[config.mk]
export PLATFORM = sky130hd
export DESIGN_NAME = universal_segment_reader
export DESIGN_NICKNAME = d
export VERILOG_FILES = /design/src/rtl/universal_segment_reader.sv
export SDC_FILE = /design/constraint.sdc
export NUM_CORES = 1
export LEC_CHECK = 0
export ABC_AREA = 1
export CAP_MARGIN = 25
export CORE_MARGIN = 2
export CORE_UTILIZATION = 59
export CTS_CLUSTER_SIZE = 14
export DETAILED_ROUTE_END_ITERATION = 8
export PLACE_DENSITY = 0.8
export RECOVER_POWER = 50
export SLEW_MARGIN = 20
export SYNTH_ARGS = -nofsm -noshare
export SYNTH_HDL_FRONTEND = slang
export SYNTH_SLANG_ARGS = --single-unit
[constraint.sdc]
create_clock -name clk -period 3.2 [get_ports clk]
set_clock_uncertainty 0.15 [all_clocks]
set_input_delay 0.64 -clock clk [delete_from_list [all_inputs] [get_ports clk]]
set_output_delay 0.64 -clock clk [all_outputs]
set_load 0.02 [all_outputs]
[src/rtl/universal_segment_reader.sv]
// Receive-side reader for a multiplexed 7-segment bus: qualifies each strobe window,
// inverse-decodes the glyph for the selected version and streams a record when a digit's code changes.
module universal_segment_reader #(
    parameter int DIGITS = 4,
    parameter int STABLE = 3,
    localparam int IW = $clog2(DIGITS)
) (
    input  logic              clk,
    input  logic              rst_n,
    input  logic              al,
    input  logic              v0,
    input  logic              v1,
    input  logic              v2,
    input  logic              sa,
    input  logic              sb,
    input  logic              sc,
    input  logic              sd,
    input  logic              se,
    input  logic              sf,
    input  logic              sg,
    input  logic [DIGITS-1:0] ds,
    input  logic              ready,
    output logic              valid,
    output logic [IW-1:0]     idx,
    output logic              a,
    output logic              b,
    output logic              c,
    output logic              d,
    output logic              blank,
    output logic              err
);

    typedef enum logic [1:0] {
        ST_WAIT,
        ST_CAPTURE,
        ST_HOLD
    } state_t;

    localparam logic [3:0] STABLE_C = 4'(STABLE);

    state_t            state;
    state_t            state_next;
    logic [6:0]        pin_pat;
    logic [DIGITS-1:0] ds_r;
    logic [6:0]        p_r;
    logic [3:0]        cnt;
    logic [3:0]        cnt_next;
    logic              done;
    logic              done_keep;
    logic              onehot_in;
    logic              change;
    logic [IW-1:0]     idx_r;
    logic [5:0]        dec;
    logic              differ;
    logic              can_load;
    logic              act;
    logic              load_en;
    logic              mark_done;
    logic              seen_st  [DIGITS];
    logic [5:0]        entry_st [DIGITS];

    function automatic logic is_onehot(input logic [DIGITS-1:0] v);
        return (v != '0) && ((v & (v - DIGITS'(1))) == '0);
    endfunction

    // Result is {code[3:0], blank, err}; version-specific glyphs take precedence (hex 7C is 11, not 6).
    function automatic logic [5:0] decode(input logic [2:0] ver, input logic [6:0] p);
        logic [4:0] ext;
        logic [4:0] com;
        ext = 5'h00;
        com = 5'h00;
        case (ver)
            3'd1: case (p)
                7'h58: ext = 5'h1A;
                7'h4C: ext = 5'h1B;
                7'h62: ext = 5'h1C;
                7'h69: ext = 5'h1D;
                7'h78: ext = 5'h1E;
                default: ext = 5'h00;
            endcase
            3'd2: case (p)
                7'h5C: ext = 5'h1A;
                7'h63: ext = 5'h1B;
                7'h01: ext = 5'h1C;
                7'h40: ext = 5'h1D;
                7'h08: ext = 5'h1E;
                default: ext = 5'h00;
            endcase
            3'd4: case (p)
                7'h08: ext = 5'h1A;
                7'h48: ext = 5'h1B;
                7'h49: ext = 5'h1C;
                7'h41: ext = 5'h1D;
                7'h01: ext = 5'h1E;
                default: ext = 5'h00;
            endcase
            3'd5: case (p)
                7'h40: ext = 5'h1A;
                7'h38: ext = 5'h1B;
                7'h39: ext = 5'h1C;
                7'h31: ext = 5'h1D;
                7'h79: ext = 5'h1E;
                default: ext = 5'h00;
            endcase
            3'd6: case (p)
                7'h40: ext = 5'h1A;
                7'h79: ext = 5'h1B;
                7'h76: ext = 5'h1C;
                7'h38: ext = 5'h1D;
                7'h73: ext = 5'h1E;
                default: ext = 5'h00;
            endcase
            3'd7: case (p)
                7'h77: ext = 5'h1A;
                7'h7C: ext = 5'h1B;
                7'h39: ext = 5'h1C;
                7'h5E: ext = 5'h1D;
                7'h79: ext = 5'h1E;
                7'h71: ext = 5'h1F;
                default: ext = 5'h00;
            endcase
            default: ext = 5'h00;
        endcase
        case (p)
            7'h3F:         com = 5'h10;
            7'h06:         com = 5'h11;
            7'h5B:         com = 5'h12;
            7'h4F:         com = 5'h13;
            7'h66:         com = 5'h14;
            7'h6D:         com = 5'h15;
            7'h7D, 7'h7C:  com = 5'h16;
            7'h27, 7'h07:  com = 5'h17;
            7'h7F:         com = 5'h18;
            7'h6F, 7'h67:  com = 5'h19;
            default:       com = 5'h00;
        endcase
        if (p == 7'h00) begin
            case (ver)
                3'd1, 3'd2, 3'd4, 3'd5, 3'd6: return {4'd15, 1'b1, 1'b0};
                default:                      return {4'd0, 1'b1, 1'b0};
            endcase
        end else if (ext[4]) begin
            return {ext[3:0], 2'b00};
        end else if (com[4]) begin
            return {com[3:0], 2'b00};
        end
        return {4'd0, 1'b0, 1'b1};
    endfunction

    assign pin_pat  = {sg, sf, se, sd, sc, sb, sa} ^ {7{~al}};
    assign can_load = !valid || ready;

    // The counter tracks how many identical one-hot samples the input register holds, counting the one being captured.
    always_comb begin
        onehot_in = is_onehot(ds);
        change    = !(onehot_in && (ds == ds_r) && (pin_pat == p_r));
        done_keep = change ? 1'b0 : done;
        if (change) begin
            cnt_next = onehot_in ? 4'd1 : 4'd0;
        end else if (cnt == STABLE_C) begin
            cnt_next = cnt;
        end else begin
            cnt_next = cnt + 4'd1;
        end
    end

    always_comb begin
        idx_r = '0;
        for (int i = 0; i < DIGITS; i++) begin
            if (ds_r[i]) begin
                idx_r = IW'(i);
            end
        end
        dec    = decode({v2, v1, v0}, p_r);
        differ = !seen_st[idx_r] || (entry_st[idx_r] != dec);
    end

    always_ff @(posedge clk or negedge rst_n) begin
        if (!rst_n) begin
            ds_r <= '0;
            p_r  <= '0;
            cnt  <= '0;
            done <= 1'b0;
        end else begin
            ds_r <= ds;
            p_r  <= pin_pat;
            cnt  <= cnt_next;
            done <= change ? 1'b0 : (mark_done ? 1'b1 : done);
        end
    end

    always_ff @(posedge clk or negedge rst_n) begin
        if (!rst_n) begin
            state <= ST_WAIT;
        end else begin
            state <= state_next;
        end
    end

    // A pending capture waits in HOLD for the output slot unless its window breaks first.
    always_comb begin
        state_next = state;
        case (state)
            ST_WAIT: begin
                if ((cnt_next == STABLE_C) && !done_keep) begin
                    state_next = ST_CAPTURE;
                end
            end
            ST_CAPTURE: begin
                if (differ && !can_load && !change) begin
                    state_next = ST_HOLD;
                end else begin
                    state_next = ST_WAIT;
                end
            end
            ST_HOLD: begin
                if (change || !differ || can_load) begin
                    state_next = ST_WAIT;
                end
            end
            default: state_next = ST_WAIT;
        endcase
    end

    always_comb begin
        act       = (state == ST_CAPTURE) || ((state == ST_HOLD) && !change);
        load_en   = act && differ && can_load;
        mark_done = act && (!differ || can_load);
    end

    always_ff @(posedge clk or negedge rst_n) begin
        if (!rst_n) begin
            valid        <= 1'b0;
            idx          <= '0;
            {d, c, b, a} <= 4'd0;
            blank        <= 1'b0;
            err          <= 1'b0;
        end else if (load_en) begin
            valid        <= 1'b1;
            idx          <= idx_r;
            {d, c, b, a} <= dec[5:2];
            blank        <= dec[1];
            err          <= dec[0];
        end else if (ready) begin
            valid        <= 1'b0;
        end
    end

    always_ff @(posedge clk or negedge rst_n) begin
        if (!rst_n) begin
            for (int i = 0; i < DIGITS; i++) begin
                seen_st[i]  <= 1'b0;
                entry_st[i] <= '0;
            end
        end else if (load_en) begin
            seen_st[idx_r]  <= 1'b1;
            entry_st[idx_r] <= dec;
        end
    end

endmodule

=== Word-level counts from Yosys, hierarchy flattened ===
Index checks and enable logic that the tools add are counted.
W data, S select, Z words.

* Input port bits: 18
* Register bits after elaboration: 55
* Output and inout bits: 9
* Word-level logic and storage cells: 156

* Add/subtract/negate cells: 2
* Reduce and logical (&&, ||, !) cells: 33
* Multiplexer cells: 42
* Bitwise operators: 5
* Eq/ne operators: 51
* $lt $le $gt $ge: 2

{| class="wikitable"
|+ Operators with widths
! operator !! count
|-
| $eq A7 B7 Y1 const B || 26
|-
| $pmux W5 S5 || 5
|-
| $pmux W5 S6 || 2
|-
| $pmux W5 S10 || 1
|-
| $mux W6 || 8
|-
| $eq A7 B6 Y1 const B || 5
|-
| $bwmux W24 || 1
|-
| $eq A7 B3 Y1 const B || 2
|-
| $mux W1 || 13
|-
| $bmux W6 S2 || 1
|-
| $demux W6 S2 || 1
|-
| $eq A3 B3 Y1 const B || 4
|-
| $logic_and A1 B1 Y1 || 11
|-
| $mux W2 || 5
|-
| $eq A4 B2 Y1 const B || 2
|-
| $mux W4 || 2
|-
| $eq A7 B1 Y1 const B || 1
|-
| $eq A7 B4 Y1 const B || 1
|-
| $eq A7 B7 Y1 || 1
|-
| $logic_not A7 Y1 || 1
|-
| $xor A7 B7 Y7 || 1
|-
| $logic_not A1 Y1 || 6
|-
| $logic_or A1 B1 Y1 || 6
|-
| $ne A6 B6 Y1 || 1
|-
| other kinds (25) || 28
|}

=== Logic depth before layout (Yosys ltp) ===
* Word-level depth: 14
* Mapped depth: 21
* Gate-level depth less buffers: 21

=== Worst setup path after synthesis ===
No wires, ideal clock.

* Path kind: in2reg
* Start: input port al
* End: register idx[1]
* Path slack: 0.739 ns
* Arrival time: 2.194 ns
* Setup time: 0.117 ns
* Data required time: 2.933 ns
* Buffers on the path: 1
* Cell stages on the path: 13
* Cells stage by stage: buf_2 -> xor2_1 -> nor2_1 -> inv_1 -> nand2_1 -> nor4_1 -> nand4_1 -> nand2_1 -> inv_1 -> nor2_4 -> nand2_2 -> nand2_1 -> nand2_1

* Cells in the longest elaborated chain, start to end: 8

{| class="wikitable"
|+ RTL lines
! what !! RTL line !! source
|-
| from (decl) || 10 || <nowiki>input logic al,</nowiki>
|-
| $not A1 Y1 || 150 || <nowiki>assign pin_pat = {sg, sf, se, sd, sc, sb, sa} ^ {7{~al}};</nowiki>
|-
| $xor A7 B7 Y7 || 150 ||
|-
| $eq A7 B7 Y1 || 156 || <nowiki>change = !(onehot_in && (ds == ds_r) && (pin_pat == p_r));</nowiki>
|-
| $logic_and A1 B1 Y1 || 156 ||
|-
| $logic_and A1 B1 Y1 || 226 || <nowiki>act = (state == ST_CAPTURE) || ((state == ST_HOLD) && !change);</nowiki>
|-
| $logic_or A1 B1 Y1 || 226 ||
|-
| $logic_and A1 B1 Y1 (2 in series) || 227 || <nowiki>load_en = act && differ && can_load;</nowiki>
|-
| to (signal assigned) || 240 || <nowiki>idx <= idx_r;</nowiki>
|-
| to (decl) || 24 || <nowiki>output logic [IW-1:0] idx,</nowiki>
|}

Every way passes these cells.
A chain may end at the register's enable or synchronous reset.

=== Worst setup path in the final report ===
* Start: input port v0
* End: register entry_st[4] (netlist bit)

* Cells in the longest elaborated chain, start to end: 9
* Elaborated cells between the ends (all ways): 19
* Classes of those cells: 7 x eq/ne; 8 x mux; 4 x reduce/logical

{| class="wikitable"
|+ RTL lines
! what !! RTL line !! source
|-
| from (decl) || 11 || <nowiki>input logic v0,</nowiki>
|-
| $eq A3 B3 Y1, or another cell as far along || 72 || <nowiki>case (ver)</nowiki>
|-
| $pmux W5 S6 / $reduce_or A5 Y1 (equally long branches) || 72, 138 ||
|-
| $mux W6, or another cell as far along || 142 || <nowiki>end else if (ext[4]) begin</nowiki>
|-
| $mux W6 / $mux W1 (equally long branches) || 137 || <nowiki>if (p == 7'h00) begin</nowiki>
|-
| $mux W6 (*) || 147 || <nowiki>return {4'd0, 1'b0, 1'b1};</nowiki>
|-
| $ne A6 B6 Y1 || 175 || <nowiki>differ = !seen_st[idx_r] || (entry_st[idx_r] != dec);</nowiki>
|-
| $logic_or A1 B1 Y1 || 175 ||
|-
| $logic_and A1 B1 Y1 (2 in series) || 227 ||
|-
| to (signal, indexed assignment) || 253 || <nowiki>entry_st[i] <= '0;</nowiki>
|-
| to (signal, indexed assignment) || 257 || <nowiki>entry_st[idx_r] <= dec;</nowiki>
|-
| to (decl) || 60 || <nowiki>logic [5:0] entry_st [DIGITS];</nowiki>
|}

Every way passes the cells marked *; elsewhere a longest branch is shown, timed or not.

==> key figures <==
Logic synthesis
  • Synth top cells by count: nand2_1, inv_1, dfrtp_1
  • Compound-Gate Fraction of Synth Area: 0.0621
  • Sequential area share after synthesis: 0.384
  • Ys flop type: dfrtp_1
  • Synth async-reset ratio: 1.00
  • Area of the mapped netlist: approximately 0.0036 sq mm
  • Number of flops mapped to enable cells by yosys: 0
  • Yosys warnings: 0
  • Yosys top cell by area: dfrtp_1
  • Mapped Cells: approximately 530
  • FF+latch count, synth: 55
  • XOR/XNOR Fraction of Synth Area: 0.0488
  • Avg Cell Area, Syn: between 6 and 7 sq um
  • Post-Synth Adder-Cell Area: 0.00349
  • Synth area leaders: dfrtp_1, nand2_1, nand4_1, nand3_1, inv_1
  • Count leader, synth: nand2_1
  • Syn Nets: 546
  • Post-synthesis simple-gate area fraction: 0.417
  • Post-synth top area share: 0.384
  • Netlist cell types: 31
  • Mux cell area share after synthesis: 0
  • Main combinational cell family by area after synthesis: simple AND/OR/NAND/NOR gates

Power
  • Total leakage power: roughly 2.2 nW
  • Clk pwr share: 0.281
  • VDD IR max: approximately 0.00034 V
  • Combinational group share of total power: 0.193
  • Psw: approximately 0.00044 W
  • Int Pwr: ~0.00096 W
  • Cell Pwr Density: 340 mW/mm^2
  • Switching Fraction: 0.313
  • Sequential share of power: 0.526

Floorplanning
  • Die area: around 0.0067 sq mm
  • Initial core utilization: 0.610
  • Die height: 82.0 um
  • Core Rows: 28
  • Die width: about 82 um
  • Core area: 0.00589 sq mm
  • Ports: 27

Place
  • Port Buffers: 26
  • Hpwl dp: between 6 and 7 mm
  • Routability congestion estimate: between 0.9 and 1
  • Placement Cell Area: roughly 0.004 sq mm
  • Pre-CTS WS: -71.2 ps

Worst setup path
  • R2r startpoint: p_r[6]$_DFF_PN0_
  • WP data required: between 3000 and 4000 ps
  • Cell breakdown of the critical path: clkdlybuf4s50_1, inv_1, nor3_1, buf_4, nand2_1, nand2_1, nor2_2, nand4_1, nand3_1, nand3_1, nand2_1, nor2_1, nand2_2, nand4_1, buf_4, nand2_1, nand2_1
  • Worst Setup SP: v0
  • CP max stage delay: roughly 490 ps
  • CP Max Fanout: 5
  • CP dominant cell by count: nand2_1
  • CP Class: in -> reg
  • Critical Path Start Type: input port
  • Critical path arrival: between 2000 and 3000 ps
  • Slowest CP cell: clkdlybuf4s50_1
  • Setup crit end kind: flip-flop

Global route
  • Total track usage: 0.293
  • Vias in the first global route: around 3300
  • First-pass GRT wire length: 15.1 mm
  • Gr ovfl total: 0
  • Largest net degree at the start of global routing: 56
  • Initial antenna violation count: 0

Timing
  • Rel. slew slack: 0.103
  • Min Tclk post-route: 2910 ps
  • Worst-Margin Slew: between 1000 and 1500 ps
  • Max Clock Freq: between 300 and 400 MHz
  • Max Slew Vio Count: 0
  • PnR worst setup slack: a little under 300 ps
  • Post-Route Setup TNS: 0 ps
  • Unrepaired setup endpoints after global routing: false
  • Final setup viols: 0
  • Fin crit share: 0.910
  • Final number of hold-violating endpoints: 0

Finish
  • Share of cells above drive strength 1: 0.0742
  • Layout area overhead: 14.4%
  • Ant. Diodes: 0
  • Final design instance area without fill: between 0.004 and 0.005 sq mm
  • Fill cells: between 500 and 600
  • Nets: between 500 and 600

Clocking
  • Total setup buffers inserted after CTS: 0
  • TritonCTS Buffers: 5
  • Clock-pin slew on the worst setup and hold paths: 100 ps
  • Htree depth: 2
  • Clock sinks: 55
  • Root Buffer: clkbuf_8
  • Max clock buf depth: 2
  • CTS tree: done
  • Skew-Pair Late Insertion Delay: just over 300 ps

Run
  • Max-cap violations: 0

Detailed routing
  • Routed len/inst: around 15 um
  • DR vias: 3702
  • DR iter-0 viols: around 340
  • Post-Route WL: 9.31 mm
  • Vias per cell: 5.78
  • DRT Pass-1 Iters: 5
  • DRC: 0
  • Routed Antenna Nets: 0

Status
  • Status: completed

Worst hold path
  • Hold Path Origin: seen_st[0]$_DFFE_PN0P_
  • HP Class: reg -> reg
cells in the final DEF (no fill, tap or decap), types with 5 or more instances in the layout:
master / n
a21oi_1: 9
a221oi_1: 5
buf_4: 17
clkbuf_8: 5
clkdlybuf4s50_1: 21
dfrtp_1: 55
inv_1: 56
nand2_1: 178
nand3_1: 46
nand4_1: 37
nor2_1: 53
nor3_1: 10
o21ai_0: 15
xnor2_1: 10
xor2_1: 10
layout make-up:
class | count | area (sq um) | share of cell area
repair buffers | 45 | 408 | 0.0994
clock inverters | 3 | 23.8 | 0.00579
well taps | 75 | 93.8 | 0.0229
multi-input cells | 399 | 1910 | 0.466
inverters | 59 | 221 | 0.0539
clock buffers | 5 | 68.8 | 0.0168
flip-flops and latches | 55 | 1380 | 0.335
worst paths after layout:
kind	endpoint	slack [ps]	cells past startpoint
setup / recovery	entry_st[4]$_DFFE_PN0P_	290	17
hold / removal	seen_st[0]$_DFFE_PN0P_	320	2
setup reg to reg	entry_st[4]$_DFFE_PN0P_	330	18
hold reg to reg	seen_st[0]$_DFFE_PN0P_	320	2
max in group asynchronous	entry_st[10]$_DFFE_PN0P_	1540	2
min in group asynchronous	cnt[3]$_DFF_PN0_	550	2
worst max-delay path, delay by kind of cell:
| family | cells | cell delay, ps |
|---|---|---|
| and+or+nand+nor | 13 | 1290 |
| buffers and inverters | 4 | 1020 |
through the flow:
stage	util	hold WS, ps	std cells	total power [W]
after detailed placement	0.681	297	633	0.00101
after global routing	0.697	345	641	0.00147
after CTS	0.697	310	641	0.00140
after global placement	0.681	286	633	0.00101
final	0.697	321	641	0.00140
after floorplan	-	194	527	0.000911
power by group through the flow:
stage / Combinational [W] / Sequential (W) / Clock, W
global placement: 0.000260 / 0.000746 / 0
global route: 0.000302 / 0.000737 / 0.000428
detailed placement: 0.000266 / 0.000747 / 0
finish: 0.000270 / 0.000734 / 0.000392
floorplan: 0.000167 / 0.000743 / 0
CTS: 0.000267 / 0.000733 / 0.000403
flip-flops by register name (all words and copies together) (netlist names):
| register | cells |
|---|---|
| idx | 2 |
| p_r | 7 |
| cnt | 4 |
| entry_st | 24 |
| valid | 1 |
| ds_r | 4 |
| done | 1 |
| blank | 1 |
| d | 1 |
| seen_st | 4 |
| a | 1 |
| state | 2 |
| b | 1 |
| c | 1 |
| err | 1 |
layer usage:
| metal | GRT usage | up-vias | wire length, um |
|---|---|---|---|
| met5 | 0 | - | 0 |
| met4 | 0.0850 | 0 | 168 |
| met3 | 0.0549 | 23 | 661 |
| met2 | 0.470 | 155 | 4350 |
| met1 | 0.405 | 1731 | 4130 |
| li1 | - | 1793 | - |
cell families after synthesis:
family | count (synthesis)
DFF | 55
xor gates and xnor gates | 20
adders and majority gates | 1
AOI/OAI and AO/OA | 37
and+or+nand+nor | 341
buffers and inverters | 73
repair_timing:
item | CTS | global route
hold endpoints to repair | 0 | 0
hold buffers | 0 | 0
resized for setup | 0 | 1
endpoints found under the setup margin | 0 | 2
Power figures use the tool's default switching activity.
